===== src/rtl/uart_pkg.sv =====
`default_nettype none
// uart_pkg: shared UART transmitter state encoding and frame defaults.
// Rev 1.0
package uart_pkg;

  localparam int UART_DATA_BITS = 8;

  typedef enum logic [2:0] {
    IDLE       = 3'd0,
    WAIT_START = 3'd1,
    START      = 3'd2,
    DATA       = 3'd3,
    STOP       = 3'd4
  } uart_state_e;

  function automatic int cnt_width(input int bits);
    return (bits > 1) ? $clog2(bits) : 1;
  endfunction

endpackage
`default_nettype wire


===== src/rtl/uart_tx_arbiter_if.sv =====
`default_nettype none
// uart_tx_arbiter_if: two-requester valid/ready byte handshake into the UART arbiter.
// Rev 1.0
interface uart_tx_arbiter_if
  import uart_pkg::*;
#(
  parameter int DATA_BITS = UART_DATA_BITS
);

  logic                 s0_valid;
  logic                 s1_valid;
  logic [DATA_BITS-1:0] s0_data;
  logic [DATA_BITS-1:0] s1_data;
  logic                 s0_ready;
  logic                 s1_ready;

  modport master (
    output s0_valid, s1_valid, s0_data, s1_data,
    input  s0_ready, s1_ready
  );

  modport slave (
    input  s0_valid, s1_valid, s0_data, s1_data,
    output s0_ready, s1_ready
  );

endinterface
`default_nettype wire


===== src/rtl/uart_rr_arb2.sv =====
`default_nettype none
// uart_rr_arb2: two-input round-robin selector producing a one-hot grant.
// Rev 1.0
module uart_rr_arb2
  import uart_pkg::*;
(
  input  wire logic [1:0] valid,
  input  wire logic       last,
  output logic      [1:0] grant
);

  always_comb begin
    grant = valid;
    // On contention the port that did not win last time takes the grant.
    if (valid == 2'b11) begin
      grant = last ? 2'b01 : 2'b10;
    end
  end

endmodule
`default_nettype wire


===== src/rtl/uart_tx_arbiter.sv =====
`default_nettype none
// uart_tx_arbiter: round-robin arbitration of two byte requesters onto one UART tx line.
// Rev 1.0
module uart_tx_arbiter
  import uart_pkg::*;
#(
  parameter int DATA_BITS = UART_DATA_BITS
) (
  input  wire logic        clk,
  input  wire logic        rst,
  input  wire logic        baud_tick,
  uart_tx_arbiter_if.slave bus,
  output logic             tx,
  output logic             busy,
  output logic             grant_id,
  output logic             done
);

  localparam int              CNT_W    = cnt_width(DATA_BITS);
  localparam logic [CNT_W-1:0] CNT_LAST = CNT_W'(DATA_BITS - 1);

  uart_state_e          state;
  uart_state_e          state_n;
  logic [DATA_BITS-1:0] shreg;
  logic [DATA_BITS-1:0] shreg_n;
  logic [CNT_W-1:0]     cnt;
  logic [CNT_W-1:0]     cnt_n;
  logic                 tx_n;
  logic                 busy_n;
  logic                 grant_id_n;
  logic                 done_n;
  logic                 last;
  logic                 last_n;
  logic [1:0]           grant;

  uart_rr_arb2 u_arb (
    .valid ({bus.s1_valid, bus.s0_valid}),
    .last  (last),
    .grant (grant)
  );

  assign bus.s0_ready = (state == IDLE) && grant[0];
  assign bus.s1_ready = (state == IDLE) && grant[1];

  always_comb begin
    state_n    = state;
    shreg_n    = shreg;
    cnt_n      = cnt;
    tx_n       = tx;
    grant_id_n = grant_id;
    last_n     = last;
    done_n     = 1'b0;

    unique case (state)
      IDLE: begin
        // Acceptance ignores baud_tick; the start bit waits for the next one.
        if (grant != 2'b00) begin
          shreg_n    = grant[1] ? bus.s1_data : bus.s0_data;
          grant_id_n = grant[1];
          last_n     = grant[1];
          state_n    = WAIT_START;
        end
      end
      WAIT_START: begin
        if (baud_tick) begin
          tx_n    = 1'b0;
          state_n = START;
        end
      end
      START: begin
        if (baud_tick) begin
          tx_n    = shreg[0];
          shreg_n = shreg >> 1;
          cnt_n   = '0;
          state_n = DATA;
        end
      end
      DATA: begin
        if (baud_tick) begin
          if (cnt == CNT_LAST) begin
            tx_n    = 1'b1;
            state_n = STOP;
          end else begin
            tx_n    = shreg[0];
            shreg_n = shreg >> 1;
            cnt_n   = cnt + CNT_W'(1);
          end
        end
      end
      STOP: begin
        if (baud_tick) begin
          tx_n    = 1'b1;
          done_n  = 1'b1;
          state_n = IDLE;
        end
      end
      default: begin
        tx_n    = 1'b1;
        state_n = IDLE;
      end
    endcase

    busy_n = (state_n != IDLE);
  end

  // Port 0 wins the first contention after reset, hence last starts at 1.
  always_ff @(posedge clk or posedge rst) begin
    if (rst) begin
      state    <= IDLE;
      tx       <= 1'b1;
      busy     <= 1'b0;
      done     <= 1'b0;
      grant_id <= 1'b0;
      cnt      <= '0;
      shreg    <= '0;
      last     <= 1'b1;
    end else begin
      state    <= state_n;
      tx       <= tx_n;
      busy     <= busy_n;
      done     <= done_n;
      grant_id <= grant_id_n;
      cnt      <= cnt_n;
      shreg    <= shreg_n;
      last     <= last_n;
    end
  end

endmodule
`default_nettype wire

===== src/flat_wrapper.sv =====
// flat-port wrapper written by rule: the top's interface ports become plain ports
module uart_tx_arbiter_flat import uart_pkg::*;
#(
  parameter int DATA_BITS = UART_DATA_BITS
)
  (clk, rst, baud_tick, tx, busy, grant_id, done, bus_s0_valid, bus_s1_valid, bus_s0_data, bus_s1_data, bus_s0_ready, bus_s1_ready);
  uart_tx_arbiter_if #(.DATA_BITS(DATA_BITS)) bus_i ();
  input  wire logic clk;
  input  wire logic rst;
  input  wire logic baud_tick;
  output logic tx;
  output logic busy;
  output logic grant_id;
  output logic done;
  input wire logic [$bits(bus_i.s0_valid)-1:0] bus_s0_valid;
  input wire logic [$bits(bus_i.s1_valid)-1:0] bus_s1_valid;
  input wire logic [$bits(bus_i.s0_data)-1:0] bus_s0_data;
  input wire logic [$bits(bus_i.s1_data)-1:0] bus_s1_data;
  output wire logic [$bits(bus_i.s0_ready)-1:0] bus_s0_ready;
  output wire logic [$bits(bus_i.s1_ready)-1:0] bus_s1_ready;
  assign bus_i.s0_valid = bus_s0_valid;
  assign bus_i.s1_valid = bus_s1_valid;
  assign bus_i.s0_data = bus_s0_data;
  assign bus_i.s1_data = bus_s1_data;
  assign bus_s0_ready = bus_i.s0_ready;
  assign bus_s1_ready = bus_i.s1_ready;
  uart_tx_arbiter #(.DATA_BITS(DATA_BITS)) u_core (.clk(clk), .rst(rst), .baud_tick(baud_tick), .bus(bus_i), .tx(tx), .busy(busy), .grant_id(grant_id), .done(done));
endmodule

===== config.mk =====
export PLATFORM = sky130hd
export DESIGN_NAME = uart_tx_arbiter_flat
export DESIGN_NICKNAME = d
export VERILOG_FILES = /design/src/rtl/uart_pkg.sv /design/src/rtl/uart_tx_arbiter_if.sv /design/src/rtl/uart_rr_arb2.sv /design/src/rtl/uart_tx_arbiter.sv /design/src/flat_wrapper.sv
export SDC_FILE = /design/constraint.sdc
export NUM_CORES = 1
export LEC_CHECK = 0
export ABC_CLOCK_PERIOD_IN_PS = 3800
export BUFFER_PORTS_ARGS = -buffer_cell sky130_fd_sc_hd__buf_2
export CORE_ASPECT_RATIO = 0.8
export CORE_MARGIN = 4
export CORE_UTILIZATION = 45
export DETAILED_ROUTE_END_ITERATION = 10
export HOLD_SLACK_MARGIN = 0.08
export MAX_ROUTING_LAYER = met4
export PLACE_DENSITY = 0.66
export SYNTH_ARGS = -nofsm -noshare
export SYNTH_HDL_FRONTEND = slang
export SYNTH_HIERARCHICAL = 1
export SYNTH_SLANG_ARGS = --single-unit

===== constraint.sdc =====
create_clock -name clk -period 3.8 [get_ports clk]
set_input_delay 0.57 -clock clk [delete_from_list [all_inputs] [get_ports clk]]
set_output_delay 0.57 -clock clk [all_outputs]
set_load 0.005 [all_outputs]

* Yosys cells after proc, flatten, opt, wreduce, memory -nomap -nowiden *
Cells that the tools add are included.

storage, ports and cells
  bits in latches = 0
  memories kept = 0
  input bits = 21
  output and inout port bits = 6
  word-level logic and storage cells = 60
  RAM bits = 0
  flip-flop bits (word level) = 19
  bits in read-only memories = 0

operators by class
  add/sub/neg operators = 1
  bitwise operators = 1
  shift operators = 0
  reduce and logical (&&, ||, !) cells = 11
  mux-type cells = 27
  $mul = 0
  div/mod/pow operators = 0
  magnitude comparators = 0
  eq/ne operators = 12

operators with widths
  cell                                                  number
  2-to-1 mux 8 bit                                      5
  2-to-1 mux 3 bit                                      9
  case mux 8 bit (3 select lines)                       1
  case mux 3 bit (5 select lines)                       1
  != test 2 bit (second input constant)                 6
  AND reduction 5 bit                                   2
  2-to-1 mux 1 bit                                      7
  equality test 3 x 2 -> 1 bit (second input constant)  2
  equality test 3 bit (second input constant)           2
  case mux 3 bit (2 select lines)                       1
  nonzero test 3 bit                                    2
  case mux 1 bit (5 select lines)                       1
  2-to-1 mux 2 bit                                      2
  AND reduction 4 bit                                   1
  nonzero test 2 bit                                    2
  adder 3 x 1 -> 3 bit (second input constant)          1
  equality test 3 x 1 -> 1 bit (second input constant)  1
  logical NOT 3 bit                                     1
  equality test 2 bit (second input constant)           1
  logical AND 1 bit                                     2
  AND reduction 2 bit                                   1
  NOT 1 bit                                             1

* Depth between registers and ports, before layout *
Gate-level depths: netlist of the first run.

  word-level depth = 6
  depth in mapped cells = 5
  depth with buffers taken out = 5

* Cells and area by module *
Netlist of the first run, hierarchy kept.

modules (own cells, without submodules)
  module           cells an instance  area an instance (um2)  seq. area each (um2)  instances
  uart_tx_arbiter  94                 1137.3                  478.0                 1
  uart_rr_arb2     3                  18.8                    0.0                   1

* Worst setup path before layout of the first run *
Ideal clock, no wire load.

  kind = input port to flip-flop
  start point = in bus_s1_valid
  end point = reg u_core.shreg[4]
  data required time = 3675 ps
  library setup time = 125 ps
  buffers on the path = 1
  setup slack = 1941 ps
  data arrival time = 1734 ps
  stages on the path = 5
  cells stage by stage = a21boi_0 buf_6 mux2_4 mux2_2 mux2_4

on the way
  word-level cells in the longest chain between the ends = 5
  elaborated cells between the ends (all ways) = 8
  classes of those cells = 2 x eq/ne; 4 x mux; 2 x reduce/logical

RTL lines
  element                                                                                         RTL line                                      source
  from (decl)                                                                                     flat_wrapper.sv:16                            input wire logic [$bits(bus_i.s1_valid)-1:0] bus_s1_valid;
  equality test 2 bit                                                                             uart_rr_arb2.sv:15                            if (valid == 2'b11) begin
  2-to-1 mux 2 bit (*)                                                                            uart_rr_arb2.sv:15
  nonzero test 2 bit / 2-to-1 mux 8 bit (equally long branches)                                   uart_tx_arbiter.sv:57, uart_tx_arbiter.sv:58
  != test 2 bit (no source line) / 2-to-1 mux 8 bit (equally long branches)                       n/a
  AND reduction 5 bit (no source line) / case mux 8 bit (3 select lines) (equally long branches)  n/a
  to (signal assigned)                                                                            uart_tx_arbiter.sv:124                        shreg <= shreg_n;
  to (decl)                                                                                       uart_tx_arbiter.sv:24                         logic [DATA_BITS-1:0] shreg;

Every way passes the cells marked *; elsewhere a longest branch is shown, timed or not. The select of a mux whose other input is x is not followed.
A chain may end at the register's enable or synchronous reset.

* Worst setup path after layout of the first run *
  start point = reg u_core.state[1]
  end point = out bus_s1_ready

on the way
  word-level cells in the longest chain between the ends = 2

RTL lines
  element                 RTL line                source
  from (decl)             uart_tx_arbiter.sv:22   uart_state_e state;
  from (signal assigned)  uart_tx_arbiter.sv:118  state <= state_n;
  logical NOT 3 bit       uart_tx_arbiter.sv:43   assign bus.s1_ready = (state == IDLE) && grant[1];
  logical AND 1 bit       uart_tx_arbiter.sv:43
  to (decl)               flat_wrapper.sv:20      output wire logic [$bits(bus_i.s1_ready)-1:0] bus_s1_ready;

No other way between the ends.

==> out/qor.log, run 1 <==
qor: synthesis.yosysTopAreaCellShare 36.8%
qor: clock_network.cts_tree yes
qor: placed_design.dpl-instance-area 0.00129 mm²
qor: layout.antenna_cells 0
qor: synthesis.synth_area_leaders dfrtp_1 37%, mux2_4 12%, mux2i_1 7.8%
qor: clock_network.holdBufCountCts 0
qor: power_and_ir_drop.leakage 0.665 nW
qor: synthesis.synth.yosys.seq_area_share 41.3%
qor: setup_path.critical_path_required 3.23 ns
qor: setup_path.crit_buf_inv 1
qor: setup_path.critical_path.startpoint u_core/state[1]
qor: clock_network.htree_levels 1
qor: power_and_ir_drop.p_switching 184 µW
qor: global_routing.grt_remaining_overflow 0
qor: status.status completed
qor: power_and_ir_drop.pwr-share-clk 16.6%
qor: setup_path.timing_worst_setup_path_type reg2out
qor: global_routing.grt_util_all_layers 13.5%
qor: layout.stdcell_area 0.00132 mm²
qor: floorplanning.boundaryPins 27
qor: power_and_ir_drop.total_power_per_unit_cell_area 457 mW/mm²
qor: timing.setup_total_negative_slack 0 ns
qor: global_routing.grt_start_max_net_pins 20
qor: timing.min_cycle_time_layout 2.04 ns
qor: setup_path.critPathMaxFanout 11
qor: synthesis.number_of_synthesized_flops_with_an_enable_pin 0
qor: timing.max-slew-margin-rel 50.7%
qor: floorplanning.width_of_the_die 64.7 µm
qor: clock_network.cts_resized 0
qor: routing.avgRoutedWirePerCell 13.0 µm
qor: synthesis.synthFlopType dfrtp_1
qor: layout.fin_nets 146
qor: synthesis.commonest_cells_in_the_synthesized_netlist 17 x dfrtp_1, 9 x mux2_4, 9 x mux2i_1, 7 x nand2_1
qor: layout.share_of_final_layout_standard_cells_stronger_than_drive_strength_1 43.4%
qor: clock_network.cts-buffers-inserted 3
qor: routing.post_drt_via_cell_ratio 4.99
qor: synthesis.syn_nets 120
qor: setup_path.setup.worst_path.start_class flip-flop
qor: placed_design.hpwl 1550 µm
qor: synthesis.ys.warnings.count 6
qor: timing.timing.fmax 489 MHz
qor: synthesis.yosys.cell_count.top_type dfrtp_1
qor: timing.post-route-period-util 53.8%
qor: setup_path.timing.rr.start u_core/cnt[0]
qor: synthesis.synthDistinctLibCells 35
qor: timing.setup_viol 0
qor: min_path.worst_hold_path_type in2async
qor: clock_network.clock-root-buffer clkbuf_4
qor: clock_network.post-cts-setup-buffer-count 0
qor: routing.antenna_violation_net_count_after_detailed_routing 0
qor: global_routing.antenna_found_initial 0
qor: floorplanning.die_area 0.00345 mm²
qor: timing.clock_skew 0.00447 ns
qor: floorplanning.core 0.00244 mm²
qor: clock_network.clock_insertion_delay_worst_skew 0.29 ns
qor: power_and_ir_drop.irDropWorstVdd 0.234 mV
qor: floorplanning.die_height 53.3 µm
qor: setup_path.critical-path-top-delay-family flip-flops
qor: synthesis.synth_largest_area_cell dfrtp_1
qor: routing.first_iter_violations 25
qor: clock_network.cts_num_sinks 19
qor: power_and_ir_drop.seqPwrFrac 49.9%
qor: clock_network.cts_max_path_buffers 2
qor: setup_path.critical_path.endpoint_type output port
qor: global_routing.grt_first_pass_wirelength 3450 µm
qor: placed_design.place_congestion 0.775
qor: setup_path.crit_path_cells nor3_4 -> and2_2 -> buf_2
qor: timing.slew_viol_final 0
qor: clock_network.clock_slew_at_reported_path_ffs 0.10 ns
qor: synthesis.synth_seq_cells 19
qor: power_and_ir_drop.power.switching_fraction 30.7%
qor: run.maxCapViolCount 0
qor: power_and_ir_drop.combinationalPowerShare 33.5%
qor: global_routing.grt_pass1_vias 727
qor: floorplanning.initial_utilization 47.3%
qor: power_and_ir_drop.power.internal 416 µW
qor: synthesis.synth_area_per_cell 11.9 µm²
qor: placed_design.place.port_buffers 26
qor: setup_path.critPathSlowestCell dfrtp_1
qor: timing.rsz0062_at_grt no
qor: routing.detailedRoute.firstPassIterationCount 4
qor: routing.vias 789
qor: setup_path.critPathArrivalTime 1.47 ns
qor: timing.worst_slew_pin_slew 0.738 ns
qor: setup_path.reg2reg_slack 1.88 ns
qor: routing.detail_route.wirelength 2060 µm
qor: synthesis.netlist_instances 97
qor: synthesis.syn-cell-area 0.00116 mm²
qor: layout.syn_to_final_growth 13.7%
qor: synthesis.postSynth.asyncResetShare 100%
qor: timing.final-hold-violation-count 0
qor: setup_path.cpPeakStageDelay 0.54 ns
qor: floorplanning.core.rowCount 16
qor: routing.remaining_drc_errors 0
==> cell families after synthesis <==
kind of cell             synth area share [%]
AO/OA/AOI/OAI                            11.7
AND/OR/NAND/NOR                          13.2
multiplexers                             25.3
adder cells (fa/ha/maj)                  2.16
flip-flops                               41.3
buffers and inverters                    6.28
==> path summary, 6_finish.rpt <==
check                             endpoint  depth (start not counted)
max                           bus_s1_ready                          3
min                          u_core/cnt[2]                          2
max reg2reg                u_core/shreg[4]                          5
min reg2reg                u_core/grant_id                          1
max in group asynchronous  u_core/shreg[6]                          2
min in group clk           u_core/grant_id                          1
==> layout by cell type, fill, tap and decap left out <==
| master | Yosys | routed |
|---|---|---|
| or2_4 | 1 | 1 |
| nor2_1 | 2 | 2 |
| nand2_1 | 7 | 7 |
| mux2_2 | 6 | 6 |
| a21oi_1 | 2 | 2 |
| mux2_4 | 9 | 9 |
| o211ai_1 | 1 | 1 |
| o2bb2ai_4 | 1 | 1 |
| a21o_1 | 2 | 2 |
| and2_1 | 1 | 1 |
| buf_2 | 0 | 26 |
| nor2b_1 | 1 | 1 |
| mux2i_1 | 9 | 9 |
| inv_1 | 6 | 6 |
| nand2b_1 | 1 | 1 |
| and3_1 | 1 | 1 |
| nor3_1 | 1 | 1 |
| clkbuf_4 | 0 | 3 |
| o21ai_0 | 5 | 5 |
| nand3_1 | 3 | 3 |
| dfrtp_1 | 17 | 17 |
| a21boi_1 | 1 | 2 |
| a22o_1 | 1 | 1 |
| dfstp_2 | 2 | 2 |
| ha_1 | 2 | 2 |
| clkbuf_1 | 1 | 1 |
| a2bb2oi_1 | 2 | 2 |
| o41ai_1 | 1 | 1 |
| nor3_4 | 1 | 1 |
| and4_1 | 1 | 1 |
| nand3b_4 | 1 | 1 |
| and2_2 | 1 | 1 |
| buf_4 | 1 | 1 |
| and4bb_2 | 1 | 1 |
==> cell type report <==
cell class | count | area, µm²
sequential | 19 | 478
tap | 36 | 45.0
clock buffer | 4 | 26.3
timing repair buffer | 27 | 138
inverter | 6 | 22.5
multi-input combinational | 66 | 606
fill | 232 | 1130
==> worst reg2reg max path: cells and delay by family, from the launching register on <==
| kind | cells | cell delay, ns |
|---|---|---|
| mux | 1 | 0.34 |
| compound gates | 1 | 0.36 |
| flops | 1 | 0.42 |
| fa+ha+maj | 2 | 0.45 |
| simple gates | 1 | 0.25 |
==> registers in the layout, summed over array words and instances, names as in the netlist <==
| register | flops |
|---|---|
| u_core/cnt | 3 |
| u_core/tx | 1 |
| u_core/grant_id | 1 |
| u_core/shreg | 8 |
| u_core/last | 1 |
| u_core/busy | 1 |
| u_core/done | 1 |
| u_core/state | 3 |
==> power by group through the flow <==
stage | logic (mW) | registers [mW] | clock network [mW]
6_report | 0.201 | 0.299 | 0.0997
5_1_grt | 0.223 | 0.308 | 0.119
4_1_cts | 0.204 | 0.300 | 0.106
3_5_place_dp | 0.203 | 0.304 | 0
3_3_place_gp | 0.194 | 0.301 | 0
2_1_floorplan | 0.174 | 0.287 | 0
==> per-layer routing <==
layer | part of all wire [%] | wire [µm] | GRT usage (%) | up-vias
met5 | 0 | 0 | - | -
met4 | 0.49 | 10 | 2.11 | 0
met3 | 4.8 | 98 | 4.88 | 2
met2 | 45 | 922 | 19.3 | 16
met1 | 50 | 1030 | 18.5 | 372
li1 | - | - | - | 399
==> metrics by stage <==
stage	utilization, %	setup slack [ns]	instances	hold WS (ns)	power (mW)
6_report	53.8	1.76	158	0.388	0.600
5_1_grt	53.8	1.64	158	0.414	0.650
4_1_cts	53.8	1.72	158	0.396	0.611
3_5_place_dp	52.8	1.82	154	0.474	0.507
3_3_place_gp	52.8	1.86	154	0.460	0.494
2_1_floorplan	-	1.94	97	0.470	0.461
(Power assumes the default switching activity.)
==> run 2: changes to the inputs <==
--- a/config.mk
+++ b/config.mk
@@ -5,7 +5,8 @@
 export SDC_FILE = /design/constraint.sdc
 export NUM_CORES = 1
 export LEC_CHECK = 0
-export ABC_CLOCK_PERIOD_IN_PS = 3800
+export ABC_AREA = 1
+export ABC_CLOCK_PERIOD_IN_PS = 1700
 export BUFFER_PORTS_ARGS = -buffer_cell sky130_fd_sc_hd__buf_2
 export CORE_ASPECT_RATIO = 0.8
 export CORE_MARGIN = 4
@@ -13,7 +14,7 @@
 export DETAILED_ROUTE_END_ITERATION = 10
 export HOLD_SLACK_MARGIN = 0.08
 export MAX_ROUTING_LAYER = met4
-export PLACE_DENSITY = 0.66
+export PLACE_DENSITY = 0.68
 export SYNTH_ARGS = -nofsm -noshare
 export SYNTH_HDL_FRONTEND = slang
 export SYNTH_HIERARCHICAL = 1
==> constraint.sdc (replaced) <==
create_clock -name clk -period 1.7 [get_ports clk]
set_input_delay 0.255 -clock clk [delete_from_list [all_inputs] [get_ports clk]]
set_output_delay 0.255 -clock clk [all_outputs]
set_load 0.005 [all_outputs]
==> out/qor.log, run 2 <==
qor: floorplanning.die_height 54.4 µm [+1.9%]
qor: synthesis.ys.warnings.count 6 [unchanged]
qor: clock_network.cts_max_path_buffers 2 [unchanged]
qor: setup_path.critical_path_required 1.44 ns [-1.79 ns]
qor: layout.highest_count_cells_in_the_layout_ignoring_fill_and_taps 63 x nand2_1, 32 x nand3_1, 26 x buf_2
qor: timing.post-route-period-util 94.1%
qor: routing.first_iter_violations 43 [+72%]
qor: layout.share_of_final_layout_standard_cells_stronger_than_drive_strength_1 23.5% [-20 points]
qor: synthesis.yosysTopAreaCellShare 35.2% [-1.6 points]
qor: synthesis.yosys.area_share.simple 40.7% [+27 points]
qor: synthesis.synthDistinctLibCells 21 [-40%]
qor: synthesis.syn-cell-area 0.00121 mm² [+4.5%]
qor: routing.detail_route.wirelength 2530 µm [+23%]
qor: floorplanning.core 0.00250 mm² [+2.5%]
qor: setup_path.timing.rr.start u_core/cnt[0]
qor: power_and_ir_drop.total_power_per_unit_cell_area 1400 mW/mm² [+210%]
qor: layout.layout.cells.most_common nand2_1
qor: setup_path.critical_path.endpoint_type output port
qor: global_routing.grt_pass1_vias 1008 [+39%]
qor: synthesis.synth_top_family_by_area simple AND/OR/NAND/NOR gates
qor: routing.remaining_drc_errors 0 [unchanged]
qor: floorplanning.boundaryPins 27 [unchanged]
qor: synthesis.synth_area_per_cell 6.87 µm² [-42%]
qor: timing.setup_viol 0 [unchanged]
qor: placed_design.place.port_buffers 26 [unchanged]
qor: setup_path.setup.worst_path.start_class flip-flop
qor: global_routing.antenna_found_initial 0 [unchanged]
qor: power_and_ir_drop.p_switching 851 µW [+360%]
qor: layout.largest_register_ffs 8 [unchanged]
qor: clock_network.cts_tree yes
qor: timing.max-slew-margin-rel 51.5% [+0.79 points]
qor: routing.post_drt_via_cell_ratio 4.78 [-4.2%]
qor: power_and_ir_drop.leakage 0.822 nW [+24%]
qor: timing.setup_total_negative_slack 0 ns [unchanged]
qor: placed_design.place_congestion 0.910 [+18%]
qor: routing.detail_route.wirelength.met1 1260 µm [+22%]
qor: routing.detailedRoute.firstPassIterationCount 4 [unchanged]
qor: timing.slew_viol_final 0 [unchanged]
qor: synthesis.synth_largest_area_cell dfrtp_1
qor: setup_path.r2r-end u_core/shreg[5]
qor: routing.vias 1129 [+43%]
qor: setup_path.reg2regPathDepth 6 [+1]
qor: setup_path.critPathMaxFanout 9 [-2]
qor: routing.avgRoutedWirePerCell 10.7 µm [-18%]
qor: synthesis.synth_xor_area_share 0% [unchanged]
qor: floorplanning.core.rowCount 16 [unchanged]
qor: clock_network.clock_insertion_delay_worst_skew 0.29 ns [about the same]
qor: global_routing.grt_remaining_overflow 0 [unchanged]
qor: setup_path.timing_worst_setup_path_type reg2out
qor: floorplanning.initial_utilization 48.3% [+0.96 points]
qor: timing.min_cycle_time_layout 1.60 ns
qor: power_and_ir_drop.combinationalPowerShare 47.1% [+14 points]
qor: synthesis.yosys.cell_count.top_type nand2_1
qor: power_and_ir_drop.power.internal 1.08 mW [+160%]
qor: synthesis.syn_nets 199 [+66%]
qor: power_and_ir_drop.power.switching_fraction 44.0% [+13 points]
qor: power_and_ir_drop.design_power_total 1.94 mW [+220%]
qor: global_routing.grt_util_all_layers 16.1% [+2.7 points]
qor: floorplanning.die_area 0.00358 mm² [+3.9%]
qor: synthesis.synthFlopType dfrtp_1
qor: synthesis.postSynth.asyncResetShare 100% [unchanged]
qor: layout.biggestRegsByFlops u_core/shreg: 8 flops, u_core/cnt: 3 flops, u_core/state: 3 flops
qor: synthesis.netlist_instances 176 [+81%]
qor: clock_network.clock_slew_at_reported_path_ffs 0.11 ns [about the same]
qor: routing.met3_wire_length 165 µm [+68%]
qor: synthesis.commonest_cells_in_the_synthesized_netlist 63 x nand2_1, 33 x nand3_1, 23 x inv_1, 17 x dfrtp_1
qor: synthesis.compound_gate_fraction_of_synth_area 4.14% [-7.5 points]
qor: setup_path.reg2reg_slack 0.19 ns [-1.69 ns]
qor: synthesis.synth.yosys.seq_area_share 39.5% [-1.8 points]
qor: clock_network.clock-root-buffer clkbuf_4
qor: clock_network.cts_num_sinks 19 [unchanged]
qor: layout.antenna_cells 0 [unchanged]
qor: synthesis.synth_mux_area_share 0% [-25 points]
qor: power_and_ir_drop.pwr-share-clk 11.5% [-5.1 points]
qor: timing.timing.fmax 625 MHz
qor: layout.max_flop_register u_core/shreg
qor: layout.syn_to_final_growth 14.1%
qor: run.maxCapViolCount 0 [unchanged]
qor: clock_network.post-cts-setup-buffer-count 0 [unchanged]
qor: global_routing.grt_start_max_net_pins 20 [unchanged]
qor: synthesis.synth_seq_cells 19 [unchanged]
qor: layout.fin_nets 224 [+53%]
qor: placed_design.hpwl 2000 µm [+29%]
qor: routing.routed-wl-met2 1090 µm [+18%]
qor: routing.antenna_violation_net_count_after_detailed_routing 0 [unchanged]
qor: power_and_ir_drop.seqPwrFrac 41.4% [-8.5 points]
qor: clock_network.cts-buffers-inserted 3 [unchanged]
qor: global_routing.grt_first_pass_wirelength 4270 µm [+24%]
qor: timing.final-hold-violation-count 0 [unchanged]
qor: routing.highest_layer met4
qor: floorplanning.width_of_the_die 65.9 µm [+2.0%]
qor: min_path.worst_hold_path_type in2async
qor: power_and_ir_drop.irDropWorstVdd 0.655 mV [+180%]
qor: clock_network.htree_levels 1 [unchanged]
qor: timing.worst_slew_pin_slew 0.727 ns [-0.0118 ns]
qor: synthesis.number_of_synthesized_flops_with_an_enable_pin 0 [unchanged]
qor: timing.rsz0062_at_grt no
qor: timing.clock_skew 0.00930 ns [+0.00483 ns]
qor: setup_path.critPathArrivalTime 1.35 ns [-0.12 ns]
qor: status.status completed
qor: synthesis.synth_area_leaders dfrtp_1 35%, nand2_1 20%, nand3_1 14%
qor: layout.fill_cells 250 [+7.8%]
qor: synthesis.synthAdderAreaFrac 2.07% [-0.094 points]
## run 2: cell count changes in the layout (fill, tap and decap cells not counted), moves of 3 or more
cell,previous run,this run
nand2_1,7,63
nand3_1,3,32
inv_1,6,23
mux2_4,9,0
mux2i_1,9,0
mux2_2,6,0
o21ai_1,0,5
inv_2,0,4
o21ai_0,5,1
nor2_1,2,5
## run 2: power by group through the flow
stage	Clock, mW	Sequential [mW]	Combinational, mW
final	0.223	0.801	0.912
after global routing	0.261	0.828	1.06
after CTS	0.238	0.782	0.911
after detailed placement	0	0.793	0.907
after global placement	0	0.789	0.882
after floorplan	0	0.721	0.800
## run 2: cells by family (layout without fill, tap and decap cells)
kind of cell	Yosys count	in the layout
AO/OA/AOI/OAI	10	10
adder cells (fa/ha/maj)	2	2
buffers and inverters	35	59
flip-flops	19	19
AND/OR/NAND/NOR	110	110
## run 2: final cells by class
| class | count | area, µm² | area share [%] |
|---|---|---|---|
| multi-input cells | 122 | 581 | 42.1 |
| well taps | 36 | 45.0 | 3.27 |
| clock buffers | 4 | 26.3 | 1.91 |
| flip-flops and latches | 19 | 480 | 34.8 |
| inverters | 27 | 101 | 7.35 |
| repair buffers | 28 | 145 | 10.5 |
## run 2: what timing repair did
item	4_1_cts	5_1_grt
hold endpoints to repair	0	0
endpoints found under the setup margin	0	2
gates resized for setup	0	5
hold buffers	0	0
## run 2: worst max-delay path: stages (launching register included)
cell     delay [ns]
dfstp_2        0.56
a21oi_2        0.07
buf_4          0.17
nand3_2        0.09
inv_1          0.04
buf_2          0.12
## run 2: per-layer routing
layer	global-route usage, %	vias up
li1	-	599
met1	20.4	500
met2	26.0	28
met3	4.31	2
met4	4.39	0
met5	-	-
## run 2: worst max-delay path by stage
stage,startpoint,end,slack (ns)
after floorplan,u_core/cnt[0],u_core/shreg[0],0.33
after global placement,u_core/cnt[0],u_core/shreg[4],0.23
after detailed placement,u_core/cnt[0],u_core/shreg[5],0.19
after CTS,u_core/last,bus_s1_ready,0.008
after global routing,u_core/last,bus_s1_ready,0.01
final,u_core/last,bus_s1_ready,0.1
## run 2: stage by stage
| step | cells | hold slack (ns) | setup slack (ns) | area, µm² | utilization [%] |
|---|---|---|---|---|---|
| 3_3_place_gp | 232 | 0.410 | 0.229 | 1340 | 53.4 |
| 5_1_grt | 236 | 0.117 | 0.00988 | 1380 | 55.1 |
| 2_1_floorplan | 176 | 0.205 | 0.333 | 1210 | - |
| 3_5_place_dp | 232 | 0.412 | 0.185 | 1340 | 53.4 |
| 4_1_cts | 236 | 0.0811 | 0.00837 | 1360 | 54.4 |
| 6_report | 236 | 0.0633 | 0.0997 | 1380 | 55.1 |
==> run 3: changes to the inputs <==
--- a/config.mk
+++ b/config.mk
@@ -15,6 +15,7 @@
 export HOLD_SLACK_MARGIN = 0.08
 export MAX_ROUTING_LAYER = met4
 export PLACE_DENSITY = 0.68
+export SETUP_SLACK_MARGIN = 0.15
 export SYNTH_ARGS = -nofsm -noshare
 export SYNTH_HDL_FRONTEND = slang
 export SYNTH_HIERARCHICAL = 1
==> out/qor.log, run 3 (same netlist as run 2, synthesis figures left out) <==
qor: timing.post-route-period-util 91.1% [-3.0 points]
qor: clock_network.htree_levels 1 [unchanged]
qor: placed_design.place_congestion 0.910 [unchanged]
qor: timing.fin_ws 0.151 ns [+0.0517 ns]
qor: power_and_ir_drop.irDropWorstVdd 0.684 mV [+4.4%]
qor: setup_path.reg2regPathDepth 7 [+1]
qor: setup_path.setup.worst_path.start_class flip-flop
qor: layout.layout.cells.most_common nand2_1
qor: layout.largest_register_ffs 8 [unchanged]
qor: setup_path.critical_path_required 1.44 ns [about the same]
qor: routing.avgRoutedWirePerCell 11.1 µm [+3.7%]
qor: timing.setup_total_negative_slack 0 ns [unchanged]
qor: placed_design.hpwl 2000 µm [unchanged]
qor: layout.syn_to_final_growth 21.1%
qor: routing.antenna_violation_net_count_after_detailed_routing 0 [unchanged]
qor: clock_network.cts-buffers-inserted 3 [unchanged]
qor: setup_path.critical_path.endpoint_type output port
qor: layout.biggestRegsByFlops u_core/shreg: 8 flops, u_core/cnt: 3 flops, u_core/state: 3 flops
qor: timing.timing.fmax 646 MHz [+3.3%]
qor: clock_network.clock_insertion_delay_worst_skew 0.30 ns [about the same]
qor: placed_design.place_worst_setup_slack 0.185 ns [unchanged]
qor: clock_network.clock_slew_at_reported_path_ffs 0.11 ns [about the same]
qor: power_and_ir_drop.pwr-share-clk 11.0% [-0.5 points]
qor: layout.fill_cells 246 [-1.6%]
qor: clock_network.clock-root-buffer clkbuf_4
qor: timing.worst_slew_pin_slew 0.734 ns [+0.00727 ns]
qor: timing.final-hold-violation-count 0 [unchanged]
qor: routing.vias 1183 [+4.8%]
qor: timing.clock_skew 0.00903 ns [-0.000267 ns]
qor: timing.setup_viol 0 [unchanged]
qor: routing.detailedRoute.firstPassIterationCount 4 [unchanged]
qor: global_routing.grt_start_max_net_pins 20 [unchanged]
qor: placed_design.place.port_buffers 26 [unchanged]
qor: power_and_ir_drop.power.switching_fraction 44.2% [+0.19 points]
qor: global_routing.grt_first_pass_wirelength 4390 µm [+2.7%]
qor: power_and_ir_drop.combinationalPowerShare 51.9% [+4.8 points]
qor: timing.min_cycle_time_layout 1.55 ns [-0.0517 ns]
qor: setup_path.critPathArrivalTime 1.29 ns [-0.06 ns]
qor: status.status completed
qor: floorplanning.core 0.00250 mm² [unchanged]
qor: layout.antenna_cells 0 [unchanged]
qor: setup_path.reg2reg_slack 0.21 ns [+0.02 ns]
qor: power_and_ir_drop.power.internal 1.14 mW [+5.5%]
qor: routing.post_drt_via_cell_ratio 4.89 [+2.2%]
qor: timing.max-slew-margin-rel 51.0% [-0.49 points]
qor: routing.remaining_drc_errors 0 [unchanged]
qor: floorplanning.die_height 54.4 µm [unchanged]
qor: floorplanning.width_of_the_die 65.9 µm [unchanged]
qor: floorplanning.die_area 0.00358 mm² [unchanged]
qor: layout.max_flop_register u_core/shreg
qor: clock_network.cts_num_sinks 19 [unchanged]
qor: floorplanning.core.rowCount 16 [unchanged]
qor: setup_path.critPathMaxFanout 3 [-6]
qor: global_routing.grt_remaining_overflow 0 [unchanged]
qor: global_routing.grt_util_all_layers 16.6% [+0.41 points]
qor: floorplanning.boundaryPins 27 [unchanged]
qor: power_and_ir_drop.leakage 0.849 nW [+3.3%]
qor: timing.rsz0062_at_grt yes
qor: setup_path.r2r-end u_core/busy
qor: routing.detail_route.wirelength 2690 µm [+6.3%]
qor: setup_path.timing_worst_setup_path_type reg2out
qor: clock_network.cts_max_path_buffers 2 [unchanged]
qor: floorplanning.initial_utilization 48.3% [unchanged]
qor: power_and_ir_drop.total_power_per_unit_cell_area 1400 mW/mm² [-0.32%]
qor: setup_path.timing.rr.start u_core/last
qor: layout.highest_count_cells_in_the_layout_ignoring_fill_and_taps 61 x nand2_1, 31 x nand3_1, 26 x buf_2
qor: global_routing.antenna_found_initial 0 [unchanged]
qor: power_and_ir_drop.p_switching 905 µW [+6.3%]
qor: global_routing.grt_pass1_vias 1039 [+3.1%]
qor: layout.fin_nets 230 [+2.7%]
qor: run.maxCapViolCount 0 [unchanged]
qor: timing.slew_viol_final 0 [unchanged]
qor: layout.share_of_final_layout_standard_cells_stronger_than_drive_strength_1 29.6% [+6.1 points]
qor: clock_network.cts_tree yes
qor: routing.first_iter_violations 63 [+47%]
qor: min_path.worst_hold_path_type in2async
qor: power_and_ir_drop.seqPwrFrac 37.1% [-4.3 points]
## run 3: cell types whose count changed in the layout (fill, tap and decap cells not counted), moves of 2 or more
cell,delta
buf_4,+4
inv_1,-2
nand2_1,-2
nand2_2,+3
## run 3: layout make-up
class	count	area, µm²	area share, %
clock buffer	4	26.3	1.79
inverter	27	106	7.26
multi-input combinational	123	618	42.2
sequential	19	482	32.9
timing repair buffer	33	186	12.7
tap	36	45.0	3.08
## run 3: layer usage
metal / GRT usage (%) / vias up / wire [µm]
met2: 27.0 / 43 / 1190
met4: 4.39 / 0 / 15
li1: - / 612 / -
met1: 20.8 / 526 / 1270
met5: - / - / 0
met3: 4.31 / 2 / 215
## run 3: worst max path at each step
| stage | from | end | slack, ns | cells after the start |
|---|---|---|---|---|
| 2_1_floorplan | u_core/cnt[0] | u_core/shreg[0] | 0.33 | 7 |
| 3_3_place_gp | u_core/cnt[0] | u_core/shreg[4] | 0.23 | 6 |
| 3_5_place_dp | u_core/cnt[0] | u_core/shreg[5] | 0.19 | 6 |
| 4_1_cts | u_core/last | bus_s1_ready | 0.14 | 5 |
| 5_1_grt | u_core/last | bus_s1_ready | 0.08 | 5 |
| 6_report | u_core/last | bus_s1_ready | 0.15 | 5 |
## run 3: what timing repair did
action,4_1_cts,5_1_grt
gates resized for setup,7,12
hold buffers,0,0
buffers inserted,4,1
cloned,0,1
pin swaps,1,4
setup endpoints to repair,2,14
## run 3: through the flow
step	cell area [µm²]	power, mW	std cells	hold WS [ns]	util, %
6_report	1460	2.05	242	0.0650	58.5
3_3_place_gp	1340	1.67	232	0.410	53.4
2_1_floorplan	1210	1.52	176	0.205	-
4_1_cts	1420	2.01	240	0.0810	56.7
3_5_place_dp	1340	1.70	232	0.412	53.4
5_1_grt	1460	2.25	242	0.116	58.5
## run 3: power by group through the flow
| stage | Combinational (mW) | Clock (mW) | Sequential, mW |
|---|---|---|---|
| finish | 1.06 | 0.225 | 0.760 |
| floorplan | 0.800 | 0 | 0.721 |
| CTS | 1.02 | 0.238 | 0.749 |
| global route | 1.21 | 0.261 | 0.779 |
| detailed placement | 0.907 | 0 | 0.793 |
| global placement | 0.882 | 0 | 0.789 |
## run 3: critical path, stage by stage (launching register included)
cell and delay [ns]:
dfstp_2 0.59, a21oi_4 0.07, buf_6 0.12, nand3_4 0.07, inv_2 0.03, buf_2 0.11
